File: config.mk
export PLATFORM = sky130hd
export DESIGN_NAME = branch_target_buffer
export DESIGN_NICKNAME = d
export VERILOG_FILES = /design/src/rtl/branch_target_buffer.sv
export SDC_FILE = /design/constraint.sdc
export NUM_CORES = 2
export LEC_CHECK = 0
export CAP_MARGIN = 20
export CORE_UTILIZATION = 45
export DETAILED_ROUTE_END_ITERATION = 8
export HOLD_SLACK_MARGIN = 0.06
export PLACE_DENSITY_LB_ADDON = 0.3
export SYNTH_ARGS = -nofsm -noshare
export SYNTH_HDL_FRONTEND = slang
export SYNTH_SLANG_ARGS = --single-unit
File: constraint.sdc
create_clock -name clk -period 5.3 [get_ports clk]
set_input_delay 0.53 -clock clk [delete_from_list [all_inputs] [get_ports clk]]
set_output_delay 0.53 -clock clk [all_outputs]
set_load 0.01 [all_outputs]
File: src/rtl/branch_target_buffer.sv
// branch_target_buffer -- direct-mapped branch target buffer with a saturating
// taken/not-taken counter per entry. After reset or flush, an INIT sweep
// invalidates one entry per cycle before lookups can hit and updates take effect.
// Optional feature: define BTB_BYPASS_EN so that a lookup and an update to the
// same index in the same cycle return the post-update entry. When it is
// undefined, that lookup returns the pre-update entry.
module branch_target_buffer #(
  parameter int ENTRIES = 64,
  parameter int PC_W    = 16,
  parameter int CTR_W   = 2
) (
  input  logic            clk,
  input  logic            rst,
  input  logic            flush,
  output logic            ready,
  input  logic            lk_valid,
  input  logic [PC_W-1:0] lk_pc,
  output logic            lk_rvalid,
  output logic            lk_hit,
  output logic            lk_taken,
  output logic [PC_W-1:0] lk_target,
  input  logic            upd_valid,
  input  logic [PC_W-1:0] upd_pc,
  input  logic            upd_taken,
  input  logic [PC_W-1:0] upd_target
);

  localparam int IDX_W = $clog2(ENTRIES);
  localparam int TAG_W = PC_W - 1 - IDX_W;
  localparam logic [CTR_W-1:0] CTR_MAX   = '1;
  // A freshly allocated entry starts one step above weakly-not-taken.
  localparam logic [CTR_W-1:0] ALLOC_CTR = CTR_W'(1 << (CTR_W - 1));
  localparam logic [IDX_W-1:0] LAST_IDX  = IDX_W'(ENTRIES - 1);

  typedef enum logic {INIT, RUN} state_t;

  state_t           state_q, state_d;
  logic [IDX_W-1:0] init_idx_q, init_idx_d;

  // Entry storage. Only the valid bits need clearing, and the INIT sweep
  // does that; tag/target/counter are don't-care while invalid.
  logic [ENTRIES-1:0] valid_q;
  logic [TAG_W-1:0]   tag_mem    [ENTRIES];
  logic [PC_W-1:0]    target_mem [ENTRIES];
  logic [CTR_W-1:0]   ctr_mem    [ENTRIES];

  // pc[0] is always zero for 2-byte instructions and is never used.
  logic unused_pc_lsb;
  assign unused_pc_lsb = &{1'b0, lk_pc[0], upd_pc[0]};

  logic [IDX_W-1:0] lk_idx, upd_idx;
  logic [TAG_W-1:0] lk_tag, upd_tag;
  assign lk_idx  = lk_pc[IDX_W:1];
  assign lk_tag  = lk_pc[PC_W-1:IDX_W+1];
  assign upd_idx = upd_pc[IDX_W:1];
  assign upd_tag = upd_pc[PC_W-1:IDX_W+1];

  // State register for the INIT sweep and the RUN state.
  always_ff @(posedge clk) begin
    if (rst) begin
      state_q    <= INIT;
      init_idx_q <= '0;
    end else begin
      state_q    <= state_d;
      init_idx_q <= init_idx_d;
    end
  end

  // Next state. A flush always restarts the sweep from index 0.
  always_comb begin
    // NOTE: every always_comb output gets a default first so no latch is inferred.
    state_d    = state_q;
    init_idx_d = init_idx_q;
    case (state_q)
      INIT: begin
        if (flush) begin
          init_idx_d = '0;
        end else if (init_idx_q == LAST_IDX) begin
          state_d    = RUN;
          init_idx_d = '0;
        end else begin
          init_idx_d = init_idx_q + IDX_W'(1);
        end
      end
      RUN: begin
        if (flush) begin
          state_d    = INIT;
          init_idx_d = '0;
        end
      end
      default: begin
        state_d    = INIT;
        init_idx_d = '0;
      end
    endcase
  end

  // Update path: the new contents of the addressed entry and its write enable.
  logic             upd_en, upd_hit, upd_we;
  logic [PC_W-1:0]  new_target;
  logic [CTR_W-1:0] new_ctr, old_ctr;

  always_comb begin
    old_ctr    = ctr_mem[upd_idx];
    upd_en     = upd_valid && (state_q == RUN) && !flush && !rst;
    upd_hit    = valid_q[upd_idx] && (tag_mem[upd_idx] == upd_tag);
    new_target = upd_taken ? upd_target : target_mem[upd_idx];
    new_ctr    = ALLOC_CTR;
    if (upd_hit) begin
      if (upd_taken) new_ctr = (old_ctr == CTR_MAX) ? old_ctr : old_ctr + CTR_W'(1);
      else           new_ctr = (old_ctr == '0)      ? old_ctr : old_ctr - CTR_W'(1);
    end
    // A not-taken miss does not allocate.
    upd_we = upd_en && (upd_hit || upd_taken);
  end

  // Entry write: INIT clears one valid bit per cycle; RUN applies updates.
  always_ff @(posedge clk) begin
    // NOTE: sequential state uses non-blocking assignments only.
    if (state_q == INIT) begin
      valid_q[init_idx_q] <= 1'b0;
    end else if (upd_we) begin
      valid_q[upd_idx] <= 1'b1;
    end
  end

  // Payload arrays are not reset; they are only written on an update.
  always_ff @(posedge clk) begin
    if (upd_we) begin
      tag_mem[upd_idx]    <= upd_tag;
      target_mem[upd_idx] <= new_target;
      ctr_mem[upd_idx]    <= new_ctr;
    end
  end

  // Lookup read, with an optional same-cycle forward from the update path.
  logic             rd_valid, lk_hit_d;
  logic [TAG_W-1:0] rd_tag;
  logic [PC_W-1:0]  rd_target;
  logic [CTR_W-1:0] rd_ctr;

  always_comb begin
    rd_valid  = valid_q[lk_idx];
    rd_tag    = tag_mem[lk_idx];
    rd_target = target_mem[lk_idx];
    rd_ctr    = ctr_mem[lk_idx];
`ifdef BTB_BYPASS_EN
    if (upd_we && (upd_idx == lk_idx)) begin
      rd_valid  = 1'b1;
      rd_tag    = upd_tag;
      rd_target = new_target;
      rd_ctr    = new_ctr;
    end
`endif
    lk_hit_d = (state_q == RUN) && rd_valid && (rd_tag == lk_tag);
  end

  // Lookup result registers; held while no lookup is issued.
  logic            lk_rvalid_q, lk_hit_q, lk_taken_q;
  logic [PC_W-1:0] lk_target_q;

  always_ff @(posedge clk) begin
    if (rst) begin
      lk_rvalid_q <= 1'b0;
      lk_hit_q    <= 1'b0;
      lk_taken_q  <= 1'b0;
      lk_target_q <= '0;
    end else begin
      lk_rvalid_q <= lk_valid;
      if (lk_valid) begin
        lk_hit_q    <= lk_hit_d;
        lk_taken_q  <= lk_hit_d && rd_ctr[CTR_W-1];
        lk_target_q <= lk_hit_d ? rd_target : '0;
      end
    end
  end

  // While rst is high, all outputs read as zero.
  assign ready     = (state_q == RUN) && !rst;
  assign lk_rvalid = lk_rvalid_q && !rst;
  assign lk_hit    = lk_hit_q && !rst;
  assign lk_taken  = lk_taken_q && !rst;
  assign lk_target = rst ? '0 : lk_target_q;

endmodule
After elaboration in Yosys (flattened, before gate mapping)
Memory sizes are Yosys's and may differ from the RTL's. Cells that the tools add are included.

Flip-flop bits (word level): 90. Memory bits (writable): 1728. Input port bits: 54. Output and inout port bits: 20. Memories kept: 3.

Memories: target_mem (depth 64, bits a word 16, read ports 1, clocked after memory_dff 0, write ports 1, RTL line 44) `logic [PC_W-1:0] target_mem [ENTRIES];`; tag_mem (depth 64, bits a word 9, read ports 2, clocked after memory_dff 0, write ports 1, RTL line 43) `logic [TAG_W-1:0] tag_mem [ENTRIES];`; ctr_mem (depth 64, bits a word 2, read ports 2, clocked after memory_dff 0, write ports 1, RTL line 45) `logic [CTR_W-1:0] ctr_mem [ENTRIES];`.

Add/subtract/negate cells: 3. Order comparisons: 5. Equality and inequality tests: 7. Mux-type cells: 27. Bitwise logic cells: 4. Reductions and logical operators: 19.

Operators with widths (count): $mux 64 (2); $and 64x64->64 (1); $not 64->64 (1); $or 64x64->64 (1); $mux 16 (3); $lt 6x7->1 const B (3); $eq 9x9->1 (2); $mux 6 (3); $logic_and 1x1->1 (14); $bmux 1 s6 (2); $demux 1 s6 (2); $ge 6x1->1 const B (2); $pmux 6 s2 (1); $mux 1 (9); $mux 2 (4); $add 6x1->6 const B (1); $eq 6x6->1 const B (1); $add 2x1->2 const B (1); $eq 2x2->1 const B (1); $logic_not 1->1 (2); $logic_not 2->1 (1); $ne 2x1->1 const B (1); $ne 2x2->1 const B (1); $pmux 1 s2 (1); other kinds (5) (5).

Longest topological paths before layout
Word-level depth: 8. Gate-level depth with buffers: 15. Mapped depth without buffers: 9.

Least setup slack after synthesis
OpenSTA, ideal clock, no wires.

Path kind: input-to-reg. Start point: input port upd_pc[3]. End point: memory ctr_mem[0][0], data pin. Setup time: 0.499 ns. Arrival time: 4.552 ns. Data required time: 4.801 ns. Path slack: 0.249 ns. Stages on the path: 13. Cell sequence: buf_6 buf_6 buf_6 buf_6 buf_6 buf_2 buf_1 mux4_2 a221oi_1 o221ai_1 a221o_1 maj3_1 nor2_1.

Longest elaborated chain between the ends: 5. Elaborated cells on any way between the ends: 14.

Ends and longest elaborated chain: start, declared (RTL line 23) `input logic [PC_W-1:0] upd_pc,`; $mem_v2 64x2; $sub 2x1->2 (tied with other cells) (RTL line 111) `else new_ctr = (old_ctr == '0) ? old_ctr : old_ctr - CTR_W'(1);`; $mux 2, on equally long branches (RTL line 111, 110); $mux 2 (RTL line 110) `if (upd_taken) new_ctr = (old_ctr == CTR_MAX) ? old_ctr : old_ctr + CTR_W'(1);`; $mux 2 * (RTL line 109) `if (upd_hit) begin`; net new_ctr[0] (RTL line 101) `logic [CTR_W-1:0] new_ctr, old_ctr;`; end, declared (RTL line 45).

The timed path passes the listed nets; every way through them passes the cells marked *. The select of a mux whose other input is x is not followed.

Final worst setup path
Start point: input port upd_pc[2]. End point: memory tag_mem[52][7] (netlist name), enable pin.

Longest elaborated chain between the ends: 7. Elaborated cells on any way between the ends: 9.

Ends and longest elaborated chain: $mem_v2 64x9 or $bmux 1 s6 (tied branches); $eq 9x9->1 or $mux 1 (tied branches) (RTL line 106) `upd_hit = valid_q[upd_idx] && (tag_mem[upd_idx] == upd_tag);`; $logic_and 1x1->1 (RTL line 106); $logic_or 1x1->1 (RTL line 114) `upd_we = upd_en && (upd_hit || upd_taken);`; $logic_and 1x1->1 (RTL line 114); $mux 1 (RTL line 129) `if (upd_we) begin`; $mux 1 (implied by the code) (RTL line 130) `tag_mem[upd_idx] <= upd_tag;`; end, declared (RTL line 43).

Parallel ways exist; a longest one is shown, timed or not. The select of a mux whose other input is x is not followed.

==> results.txt <==
Syn Inst Count = 4067
Wirelength, routed = 236000 um
# setup viols final = 0
Leak = 29.0 nW
Hold Vio Cnt, Final = 0
Post-synth EDFFs = 1792
CTS clk-pin slew, worst paths = 60 ps
Layout area overhead = 15.8%
Root Driver = clkbuf_16
Setup TNS = 0 ps
NumNets Final = 4516
Number of global-route vias before repair = 43.4k
Slew HR = 0.174
Total power density per cell area = 344 nW/um^2
Area share of the largest cell type after synthesis = 0.692
Placed insts = 6567
Maximum buffer depth of the clock tree = 3
CP bufs+invs = 5
CTS tree = built
Worst path slowest cell = a31oi_1
Multi-input gate area in the final layout = 22000 sq um
# fillers = 13.5k
Synth top area cells = edfxtp_1, mux4_2, mux2i_1, nand2_1, o21ai_0
Placed Area = 83600 sq um
First-pass GRT wire length = 330000 um
Period Utilization, post-route = 0.809
Via count = 45.1k
Crit path kind = in2reg
Initial Utilization = 0.453
Site row count = 152
Crit-path max cell delay = 620 ps
TritonRoute pass-1 iters = 7
Inserted Clock Buffers = 182
CP most frequent cell = buf_4
Non-filler cells, final = 6925
Initial antenna violation count = 8
Fmax = 0.233 GHz
Flops & latches, synth = 1818
CTS resizes = 0
Die Wd = 418 um
Setup Skew = 64.2 ps
GR Overflow Total = 0
Worst Path Required = 5800 ps
Worst min path class = in2reg
Syn nets = 4122
Synthesis Warnings = 0
Boundary Pins = 74
Mapped Area = 77800 sq um
Post-synth top area cell = edfxtp_1
Ys async rst share = 0
Critical path cell sequence = buf_6 > buf_4 > and2_1 > buf_4 > a22o_1 > o21ai_1 > a31oi_1 > a2111o_1 > o21ai_0 > a21oi_1 > a41oi_4 > buf_12 > nor3_2 > buf_4
Number of distinct library cells after synthesis = 91
Post-route cell area = 90100 sq um
Syn avg cell area = 19.1 sq um
Unrepaired setup endpoints after global routing = no
Commonest non-fill, non-tap cell in the layout = edfxtp_1
Layout cell share with drive strength beyond 1 = 0.316
CP Launch Type = input port
Reg area = 54300 sq um
Port Buffers = 71
Die H = 418 um
Synth Flop Type = edfxtp_1
Worst-Skew Late Latency = 840 ps
Commonest cells after routing, fill and taps aside = edfxtp_1, mux4_2, buf_4
Worst-Margin Slew = 1230 ps
Final critical-path required period = 4290 ps
Clock sinks = 1818
DP HPWL = 148000 um
Outcome = completed
Die Area = 174000 sq um
Max-Cap Viols = 0
Core ar. = 172000 sq um
Gr usage total = 0.269
CP top delay family = compound AO/OA/AOI/OAI gates
Peak supply drop = 0.291 mV
Crit-path max FO = 32
Per-cell routed wire length = 34.1 um
Final GP Congestion = 1.02
Final ANT Viol Nets = 0
Seq/Total Area, Yosys = 0.699
Largest net degree at the start of global routing = 131
DR iter-0 viols = 7067
CTS H-tree lvls = 4
Vias per cell = 6.51
DRC viols = 0
CP Capture Type = flip-flop
Crit path DAT = 4790 ps
Slew Viols, Final = 0
-- worst register-to-register path, stage by stage, from the launching register on --
cell	delay, ps
edfxtp_1	410
mux4_2	470
mux2i_1	360
o22ai_1	240
a221oi_1	580
a31o_2	260
nand4_1	200
nor4_4	410
a41oi_4	190
buf_12	230
nor3_2	290
buf_4	230
-- final cells by class --
| class | instances | share of cell area |
|---|---|---|
| Clock inverter | 117 | 0.0151 |
| Multi-Input combinational cell | 1942 | 0.244 |
| Timing Repair Buffer | 507 | 0.0527 |
| Tap cell | 2310 | 0.0321 |
| Sequential cell | 1818 | 0.603 |
| Inverter | 10 | 0.000472 |
| Antenna cell | 1 | 0.0000278 |
| Clock buffer | 220 | 0.0524 |
-- cell families after synthesis --
family	Yosys count	synth area share
DFF	1818	0.699
adders and majority gates	2	0.000290
xor gates and xnor gates	23	0.00259
and+or+nand+nor	580	0.0405
AOI/OAI and AO/OA	597	0.0527
buffers and inverters	307	0.0224
muxes	740	0.183
-- metrics by stage --
step | setup WS (ps) | power, W | utilization | hold WS, ps
floorplan | 249 | 0.0172 | - | 547
finish | 1010 | 0.0309 | 0.525 | 82.6
global placement | 488 | 0.0181 | 0.487 | 565
global route | 1030 | 0.0316 | 0.525 | 64.7
CTS | 1300 | 0.0310 | 0.523 | 232
detailed placement | 482 | 0.0181 | 0.487 | 569
-- per-layer routing --
layer | up-vias | wire [um] | global-route usage | share of wire
li1 | 17913 | - | - | -
met4 | 10 | 9820 | 0.106 | 0.042
met2 | 3038 | 104000 | 0.390 | 0.44
met1 | 23613 | 93200 | 0.390 | 0.40
met5 | - | 131 | 0 | 0.00056
met3 | 515 | 28900 | 0.0692 | 0.12
-- state kept, by name, summed over array words and instances, names as in the netlist --
register     cells
target_mem    1024
lk_taken_q       1
init_idx_q       6
ctr_mem        128
state_q          1
lk_rvalid_q      1
lk_target_q     16
lk_hit_q         1
tag_mem        576
valid_q         64
-- worst paths after layout --
check	startpoint	end	slack, ps	cells past startpoint
max	upd_pc[2]	tag_mem[52][7]$_DFFE_PP_	1010	14
min	upd_target[7]	target_mem[43][7]$_DFFE_PP_	80	1
max reg2reg	tag_mem[12][0]$_DFFE_PP_	tag_mem[52][7]$_DFFE_PP_	1100	11
min reg2reg	lk_target_q[9]$_SDFFE_PP0P_	lk_target_q[9]$_SDFFE_PP0P_	580	2
-- cell usage after synthesis (7+ instances only) --
cell and n:
xor2_1 7, mux4_1 15, buf_1 43, mux2_1 7
nor2b_1 39, nand2b_1 7, a221o_1 9, xnor2_1 16
o221ai_1 12, buf_6 42, dfxtp_1 26, o21ai_0 142
nor3_1 30, a31oi_1 18, clkbuf_1 103, and3b_1 9
a21oi_1 84, nand4_1 14, a221oi_1 63, nor2_1 109
o2bb2ai_1 25, buf_2 83, nor3_2 61, and3_1 9
a22oi_1 71, edfxtp_1 1792, nand3_1 38, o22ai_1 62
nand2_1 190, mux2i_1 162, a211oi_1 14, a22o_1 35
or3b_2 11, nor4_1 8, buf_4 18, nand3b_1 14
o22a_1 8, mux4_2 520, mux2_2 36, and2_1 8
-- power breakdown --
| part | switching [W] | internal [W] |
|---|---|---|
| clock | 0.00565 | 0.00744 |
| combinational | 0.00131 | 0.000755 |
| sequential | 0.0000132 | 0.0158 |
-- timing repair --
item | in CTS | in global routing
buffers inserted | 0 | 0
endpoints found under the hold margin | 0 | 42
setup endpoints to repair | 0 | 0
hold buffers | 0 | 4
Note: power is estimated with default switching activity, not from simulation.
